<file path="src/rtl/hwtimer_mc.sv">
// Purpose : multi-channel timer; per-channel prescaler, counter, compare, pending bit and irq.
// Latency : writes commit on the sampling edge; read data appears on data_o one cycle later.
// Backpr. : none; the bus is never stalled and every request completes without wait states.
//
// Ports   : clk_i/rst_i (async active-low) clock and reset; req_i/we_i/addr_i/data_i bus
//           request; data_o registered read data; irq_vec_o per-channel irq; irq_o OR of all.
// Map     : channel n at n*0x10 (+0 CTRL, +4 PRESCALE, +8 COMPARE, +C COUNT); 0x100 STATUS
//           (W1C); 0x104 ENABLE_ALL. CTRL = {CASCADE, IE, PERIODIC, EN}.
// Option  : define HWTIMER_CASCADE_EN to let channel n>0 tick on channel n-1's match event.
module hwtimer_mc #(
   parameter int NrChannels = 4,
   parameter int CntWidth   = 32,
   parameter int PscWidth   = 16
) (
   input  logic                  clk_i,
   input  logic                  rst_i,
   input  logic                  req_i,
   input  logic                  we_i,
   input  logic [31:0]           addr_i,
   input  logic [31:0]           data_i,
   output logic [31:0]           data_o,
   output logic [NrChannels-1:0] irq_vec_o,
   output logic                  irq_o
);

   localparam int N = NrChannels;

   logic [N-1:0]          en, per, ie, cas, status;
   logic [PscWidth-1:0]   psc [N];
   logic [PscWidth-1:0]   psc_cnt [N];
   logic [CntWidth-1:0]   cmp [N];
   logic [CntWidth-1:0]   cnt [N];

   logic                  wr, rd, glb, wr_status, wr_enall;
   logic [3:0]            ch_sel;
   logic [1:0]            reg_sel;
   logic [N-1:0]          wr_ctrl, wr_psc, wr_cmp, wr_cnt, en_clr, tick, match;
   logic [31:0]           rdata;
   logic                  unused_addr;

   assign wr          = req_i & we_i;
   assign rd          = req_i & ~we_i;
   assign glb         = addr_i[8];
   assign ch_sel      = addr_i[7:4];
   assign reg_sel     = addr_i[3:2];
   assign wr_status   = wr & glb & (addr_i[7:2] == 6'd0);
   assign wr_enall    = wr & glb & (addr_i[7:2] == 6'd1);
   assign unused_addr = ^{addr_i[31:9], addr_i[1:0]};

   // Channel strobes; indices >= N never match, so those writes fall on the floor.
   always_comb begin
      wr_ctrl = '0;
      wr_psc  = '0;
      wr_cmp  = '0;
      wr_cnt  = '0;
      en_clr  = '0;
      for (int n = 0; n < N; n++) begin
         if (wr && !glb && ch_sel == 4'(n)) begin
            wr_ctrl[n] = (reg_sel == 2'd0);
            wr_psc[n]  = (reg_sel == 2'd1);
            wr_cmp[n]  = (reg_sel == 2'd2);
            wr_cnt[n]  = (reg_sel == 2'd3);
         end
         // Any software write that drops EN this cycle freezes COUNT on this edge.
         en_clr[n] = (wr_ctrl[n] & ~data_i[0]) | (wr_enall & ~data_i[n]);
      end
   end

   // Tick/match chain: a cascaded channel sees the previous channel's match in the same cycle.
   always_comb begin : tick_chain
      logic chain;
      chain = 1'b0;
      tick  = '0;
      match = '0;
      for (int n = 0; n < N; n++) begin
         if (cas[n]) tick[n] = en[n] & chain;
         else        tick[n] = en[n] & (psc_cnt[n] == psc[n]);
         match[n] = tick[n] & (cnt[n] == cmp[n]);
         chain    = match[n];
      end
   end

   always_ff @(posedge clk_i or negedge rst_i) begin
      if (!rst_i) begin
         en     <= '0;
         per    <= '0;
         ie     <= '0;
         status <= '0;
         for (int n = 0; n < N; n++) begin
            psc[n]     <= '0;
            psc_cnt[n] <= '0;
            cmp[n]     <= '1;
            cnt[n]     <= '0;
         end
      end else begin
         for (int n = 0; n < N; n++) begin
            // Software writes win over the one-shot auto-disable.
            if (wr_ctrl[n]) begin
               en[n]  <= data_i[0];
               per[n] <= data_i[1];
               ie[n]  <= data_i[2];
            end else if (wr_enall) begin
               en[n] <= data_i[n];
            end else if (match[n] && !per[n]) begin
               en[n] <= 1'b0;
            end

            if (wr_psc[n]) psc[n] <= data_i[PscWidth-1:0];
            if (wr_cmp[n]) cmp[n] <= data_i[CntWidth-1:0];

            if (wr_cnt[n])
               cnt[n] <= data_i[CntWidth-1:0];
            else if (tick[n] && !en_clr[n])
               cnt[n] <= match[n] ? '0 : cnt[n] + CntWidth'(1);

            // Held at 0 while disabled (or cascaded) so enabling starts a full period.
            if (!en[n] || cas[n] || psc_cnt[n] == psc[n])
               psc_cnt[n] <= '0;
            else
               psc_cnt[n] <= psc_cnt[n] + PscWidth'(1);
         end
         // OR-ing match after the clear makes a same-cycle hardware set win.
         status <= (status & ~({N{wr_status}} & data_i[N-1:0])) | match;
      end
   end

`ifdef HWTIMER_CASCADE_EN
   always_ff @(posedge clk_i or negedge rst_i) begin
      if (!rst_i) begin
         cas <= '0;
      end else begin
         // Channel 0 has no predecessor, so its CASCADE bit stays 0.
         for (int n = 1; n < N; n++) begin
            if (wr_ctrl[n]) cas[n] <= data_i[3];
         end
      end
   end
`else
   assign cas = '0;
`endif

   always_comb begin
      rdata = '0;
      if (glb) begin
         if (addr_i[7:2] == 6'd0)      rdata = 32'(status);
         else if (addr_i[7:2] == 6'd1) rdata = 32'(en);
      end else begin
         for (int n = 0; n < N; n++) begin
            if (ch_sel == 4'(n)) begin
               case (reg_sel)
                  2'd0:    rdata = {28'd0, cas[n], ie[n], per[n], en[n]};
                  2'd1:    rdata = 32'(psc[n]);
                  2'd2:    rdata = 32'(cmp[n]);
                  default: rdata = 32'(cnt[n]);
               endcase
            end
         end
      end
   end

   always_ff @(posedge clk_i or negedge rst_i) begin
      if (!rst_i)  data_o <= '0;
      else if (rd) data_o <= rdata;
   end

   assign irq_vec_o = status & ie;
   assign irq_o     = |irq_vec_o;

endmodule

</file>
<file path="config.mk">
export PLATFORM = sky130hd
export DESIGN_NAME = hwtimer_mc
export DESIGN_NICKNAME = d
export VERILOG_FILES = /design/src/rtl/hwtimer_mc.sv
export SDC_FILE = /design/constraint.sdc
export NUM_CORES = 1
export LEC_CHECK = 0
export ABC_CLOCK_PERIOD_IN_PS = 2480
export BUFFER_PORTS_ARGS = -buffer_cell sky130_fd_sc_hd__buf_2
export CAP_MARGIN = 20
export CORE_MARGIN = 5
export CORE_UTILIZATION = 30
export CTS_CLUSTER_SIZE = 28
export DETAILED_ROUTE_END_ITERATION = 16
export MAX_ROUTING_LAYER = met4
export SETUP_SLACK_MARGIN = 0.3
export SYNTH_ARGS = -nofsm -noshare
export SYNTH_HDL_FRONTEND = slang
export SYNTH_SLANG_ARGS = --single-unit
</file>
<file path="constraint.sdc">
create_clock -name clk_i -period 2.48 [get_ports clk_i]
set_input_delay 0.248 -clock clk_i [delete_from_list [all_inputs] [get_ports clk_i]]
set_output_delay 0.248 -clock clk_i [all_outputs]
set_load 0.01 [all_outputs]
</file>
After elaboration in Yosys (flattened, before gate mapping)
Index checks and enable logic that the tools add are counted.
- latch bits: 0
- memories kept: 0
- word-level logic and storage cells: 185
- input port bits: 68
- output and inout port bits: 37
- memory bits (writable): 0
- memory bits (read-only): 0
- register bits after elaboration: 432
- reduce and logical (&&, ||, !) cells: 42
- div/mod/pow operators: 0
- $lt $le $gt $ge: 0
- add/sub/neg operators: 8
- shift-type cells: 0
- eq/ne operators: 15
- bitwise gates (word level): 35
- multiplexer cells: 55
- multiply operators: 0
- operators with widths (operator ; count):
    $mux W32 ; 17
    $pmux W32 S3 ; 4
    $add A32 B1 Y32 const B ; 4
    $eq A32 B32 Y1 ; 4
    $add A16 B1 Y16 const B ; 4
    $eq A16 B16 Y1 ; 4
    $mux W16 ; 4
    $mux W1 ; 28
    $and A1 B1 Y1 ; 21
    $logic_and A1 B1 Y1 ; 13
    $logic_not A1 Y1 ; 13
    $and A4 B4 Y4 ; 3
    $reduce_bool A3 Y1 ; 4
    $eq A4 B2 Y1 const B ; 2
    $mux W4 ; 2
    $reduce_bool A2 Y1 ; 4
    $eq A6 B1 Y1 const B ; 1
    $logic_not A6 Y1 ; 1
    $not A1 Y1 ; 5
    $eq A2 B2 Y1 const B ; 2
    $eq A4 B1 Y1 const B ; 1
    $logic_not A4 Y1 ; 1
    $logic_or A1 B1 Y1 ; 4
    $not A4 Y4 ; 1
    other kinds (5) ; 8

Logic depth before layout (Yosys ltp)
- depth after elaboration: 10
- depth in mapped cells: 11
- mapped depth without buffers: 8

Worst setup path after synthesis
Ideal clock, no wire load.
- kind: register -> register
- start point: register cnt[81] in the netlist's numbering
- end point: register cnt[68] in the netlist's numbering
- setup time: 137 ps
- buffers on the path: 2
- arrival: 2049 ps
- clock period less this slack: 2185 ps
- required time: 2343 ps
- setup slack: 295 ps
- stages on the path, launching flop included: 10
- cells stage by stage: dfrtp_1 > clkbuf_1 > xnor2_1 > nand4_1 > nor4_1 > nand4_1 > clkbuf_1 > a21o_1 > a22oi_2 > a21oi_1
- word-level cells in the longest chain between the ends: 5
- ends and longest elaborated chain (element ; RTL line ; RTL):
    start: declaration ; 32 ; logic [CntWidth-1:0] cnt [N];
    start signal: indexed assignment ; 112 ; cnt[n] <= data_i[CntWidth-1:0];
    start signal: indexed assignment ; 114 ; cnt[n] <= match[n] ? '0 : cnt[n] + CntWidth'(1);
    $eq A32 B32 Y1 ; 78 ; match[n] = tick[n] & (cnt[n] == cmp[n]);
    $and A1 B1 Y1 ; 78 ;
    $mux W32 ; 114 ;
    $mux W32 ; 113 ; else if (tick[n] && !en_clr[n])
    $mux W32 ; 111 ; if (wr_cnt[n])
Every way passes these cells. The select of a mux whose other input is x is not followed.
A chain may end at the register's enable or synchronous reset.

Worst setup path after layout
- start point: register psc[24] in the netlist's numbering
- end point: register cnt[51] in the netlist's numbering
- word-level cells in the longest chain between the ends: 6
- elaborated cells between the ends (all ways): 8
- those cells by class: eq/ne: 1; mux: 3; bitwise: 2; reduce/logical: 2
- ends and longest elaborated chain (element ; RTL line ; RTL):
    start: declaration ; 29 ; logic [PscWidth-1:0] psc [N];
    start signal: indexed assignment ; 108 ; if (wr_psc[n]) psc[n] <= data_i[PscWidth-1:0];
    $eq A16 B16 Y1 * ; 77 ; else tick[n] = en[n] & (psc_cnt[n] == psc[n]);
    $and A1 B1 Y1 * ; 77 ;
    $and A1 B1 Y1 ; 78 ;
    $mux W32 ; 114 ;
    $mux W32 ; 113 ;
    $mux W32 ; 111 ;
Every way passes the cells marked *; elsewhere a longest branch is shown, timed or not. The select of a mux whose other input is x is not followed.

==> metrics <==
result of the run=complete, no violations; via count=23000; Port Buf Inserts=79; proportion of netlist area held by the largest area contributor=0.295; Clock Path Buffers=3; transition at the pin with the smallest max-transition slack=between 0.6 and 0.7 ns; Post-synth EDFFs=0; Mapped Area=about 26000 um^2; crit-path max FO=5; end of the worst register-to-register path=cnt[51]; clk_skew=0.0203 ns; worst endpoint required time=approximately 3 ns; share of post-route cells with drive strength above 1=0.421; placed insts=3988; Tcrit/Tclk final=0.979; routed len/inst=between 20 and 25 um; peak per-stage delay on the critical path=roughly 0.44 ns; initial core utilization=0.302; largest cells by area after synthesis=sky130_fd_sc_hd__dfrtp_1 30%, sky130_fd_sc_hd__dfstp_2 13%, sky130_fd_sc_hd__mux2_2 12%; Filler Cell Count=between 8000 and 9000; final-report hold violation count=0; count of standard-cell rows=about 110; Setup Crit Path Kind=flip-flop to flip-flop; vias per cell=approximately 5.5; final global-route overflow total=0; peak ir drop on the vdd network=about 0.47 mV; Warnings, synthesis=0; insertion delay to the later sink of the worst-skew pair=0.61 ns; layout overhead on the synthesized area=33.7%; root buffer cell=sky130_fd_sc_hd__clkbuf_16; number of primary I/O pins=around 110; floorplan die area=slightly above 90000 um^2; Crit. End Element=flip-flop; worst-path cell chain=xor2_1 > nor4_2 > nand4_1 > buf_6 > nor2_4 > buf_6 > buf_6 > o2111ai_4 > or4_1 > nand3_1; H-tree depth=2; number of different library cells in the post-synthesis netlist=78; number of global-route vias before repair=roughly 22000; CTS tree=done; CP startpoint=psc[24]; hold slack final=between 0.02 and 0.025 ns; clock-pin slew of the registers on the worst-case setup and hold paths=0.06 ns; Lkg Pwr=between 10 and 15 nW; arrival time at the worst endpoint=approximately 3.0 ns; Critical Path Start Type=flip-flop; sequential fraction of the synthesis area=0.426; count of non-filler cells in the finished layout=4204; top achievable clock speed=approximately 400 MHz; unrepaired setup endpoints after global routing=yes; detailed-placement wirelength estimate=around 67000 um; routed wire length=96100 um; number of sinks handled by clock tree synthesis=between 400 and 500; antenna violation net count after detailed routing=0; hold depth=3; Post-synth top flop=sky130_fd_sc_hd__dfrtp_1; worst r2r path cells=10; Yosys top cell by area=sky130_fd_sc_hd__dfrtp_1; fraction of registers with async set/reset=1.00; Final Util=0.404; final setup violation count=0; synthesized area divided by synthesized cell count=9.83 um^2; routability congestion estimate from global placement=0.942; gate count after technology mapping=2621; setup slack of the most critical reg-to-reg path=just over 0.05 ns; global-route wire length before repair=~140000 um; CTS Buf Count=50; iteration-0 DRC count of the detailed router=roughly 2200; tightest slew margin relative to the limit=0.529; largest net degree at the start of global routing=68; capture point of the worst path=cnt[51]; time the final worst path needs with I/O delays and setup=approximately 2.4 ns; count of nets after finishing=about 3000; worst hold path type=primary input to flip-flop; height of the die=between 300 and 400 um; count of state elements after synthesis=around 430; core outline area=roughly 85000 um^2; total nets after synthesis=about 2700; power per unit of standard cell area=625 nW/um^2; DRC viols=0; crit-path most repeated cell=sky130_fd_sc_hd__buf_6; die outline width=303 um; Critical R2R Launch=psc[24]; commonest non-fill, non-tap cell in the layout=sky130_fd_sc_hd__buf_4; Slowest-stage cell, CP=sky130_fd_sc_hd__or4_1; number of pins with negative max-slew slack in the final report=0; most frequent cells in the layout=330 x sky130_fd_sc_hd__buf_4, 297 x sky130_fd_sc_hd__dfrtp_1, 268 x sky130_fd_sc_hd__mux2_2; Overall Global Routing Usage=0.207; max-cap viol count=0; summed negative setup slack over all endpoints=0 ns; number of antenna violations at the first check in global routing=6; drt pass-1 iters=7
## flip-flops by register name, indices dropped and copies added, names as in the netlist
register  count
cmp         128
psc          64
ie            4
cnt         128
en            4
per           4
psc_cnt      64
status        4
data_o       32
## critical path: cells and delay by family (launching register included)
kind | cells | cell delay (ns)
AND/OR/NAND/NOR | 5 | 1.20
XOR/XNOR | 1 | 0.17
flip-flops | 1 | 0.43
buffers and inverters | 3 | 0.43
AO/OA/AOI/OAI | 1 | 0.13
## cells in the mapped netlist (21+ instances only)
cell,number
sky130_fd_sc_hd__dfrtp_1,304
sky130_fd_sc_hd__mux2_2,269
sky130_fd_sc_hd__nor2_1,230
sky130_fd_sc_hd__nand2_1,209
sky130_fd_sc_hd__o21ai_0,145
sky130_fd_sc_hd__dfstp_2,128
sky130_fd_sc_hd__xor2_1,125
sky130_fd_sc_hd__clkbuf_1,119
sky130_fd_sc_hd__xnor2_1,118
sky130_fd_sc_hd__a21oi_1,105
sky130_fd_sc_hd__nand3_1,94
sky130_fd_sc_hd__a22oi_1,65
sky130_fd_sc_hd__nand4_1,59
sky130_fd_sc_hd__a31oi_1,55
sky130_fd_sc_hd__buf_2,45
sky130_fd_sc_hd__nor4_1,42
sky130_fd_sc_hd__nor3_1,38
sky130_fd_sc_hd__and3_1,37
sky130_fd_sc_hd__mux2i_1,36
sky130_fd_sc_hd__inv_1,29
sky130_fd_sc_hd__or3_1,29
sky130_fd_sc_hd__a221oi_1,26
sky130_fd_sc_hd__and2_1,26
sky130_fd_sc_hd__nor2b_1,23
sky130_fd_sc_hd__mux4_2,21
## power breakdown
part	total, mW	switching [mW]	internal (mW)
Sequential	8.11	0.522	7.59
Clock	7.81	3.14	4.67
Combinational	5.62	2.89	2.73
## area by class of cell
| type | instances | area, um^2 | share of cell area |
|---|---|---|---|
| Tap cell | 1144 | 1430 | 0.0415 |
| Multi-Input combinational cell | 1975 | 15500 | 0.449 |
| Inverter | 29 | 109 | 0.00316 |
| Antenna cell | 6 | 15.0 | 0.000436 |
| Clock inverter | 18 | 201 | 0.00584 |
| Clock buffer | 75 | 1530 | 0.0444 |
| Sequential cell | 432 | 11000 | 0.319 |
| Timing Repair Buffer | 525 | 4720 | 0.137 |
## cells by family (layout without fill, tap and decap cells)
group / count (synthesis) / in the layout / synth area share
and+or+nand+nor: 866 / 867 / 0.169
other: 0 / 6 / 0
AOI/OAI and AO/OA: 531 / 531 / 0.133
muxes: 326 / 326 / 0.150
adders and majority gates: 8 / 8 / 0.00388
buffers and inverters: 215 / 647 / 0.0359
xor gates and xnor gates: 243 / 243 / 0.0826
DFF: 432 / 432 / 0.426
## timing repair
action,in CTS,in global routing
gates resized for setup,201,260
buffers inserted,64,39
hold buffers,1,0
hold endpoints to repair,45,0
setup endpoints to repair,132,153
pin swaps,127,183
cloned,9,4
## stage by stage
stage               total power [mW]  worst slack, ns  cell area [um^2]
finish                          21.5           0.0512             34500
global route                    22.3          -0.0641             34500
CTS                             20.9            0.104             33000
detailed placement              12.0           -0.302             29700
global placement                12.0           -0.246             29700
floorplan                       10.1            0.306             25800
## how the worst min path moves through the flow
stage,to,from
after detailed placement,psc_cnt[11],rst_i
final,cnt[120],data_i[24]
after floorplan,cnt[0],rst_i
after global routing,cnt[31],data_i[31]
after global placement,psc_cnt[11],rst_i
after CTS,cnt[31],data_i[31]
## metal layers
metal | global-route usage | wire [um] | vias up
met5 | - | 0 | -
met4 | 0.0674 | 3420 | 0
met3 | 0.0355 | 7770 | 169
met2 | 0.300 | 41700 | 967
met1 | 0.296 | 43200 | 11500
li1 | - | - | 10400
Power figures use the tool's default switching activity.
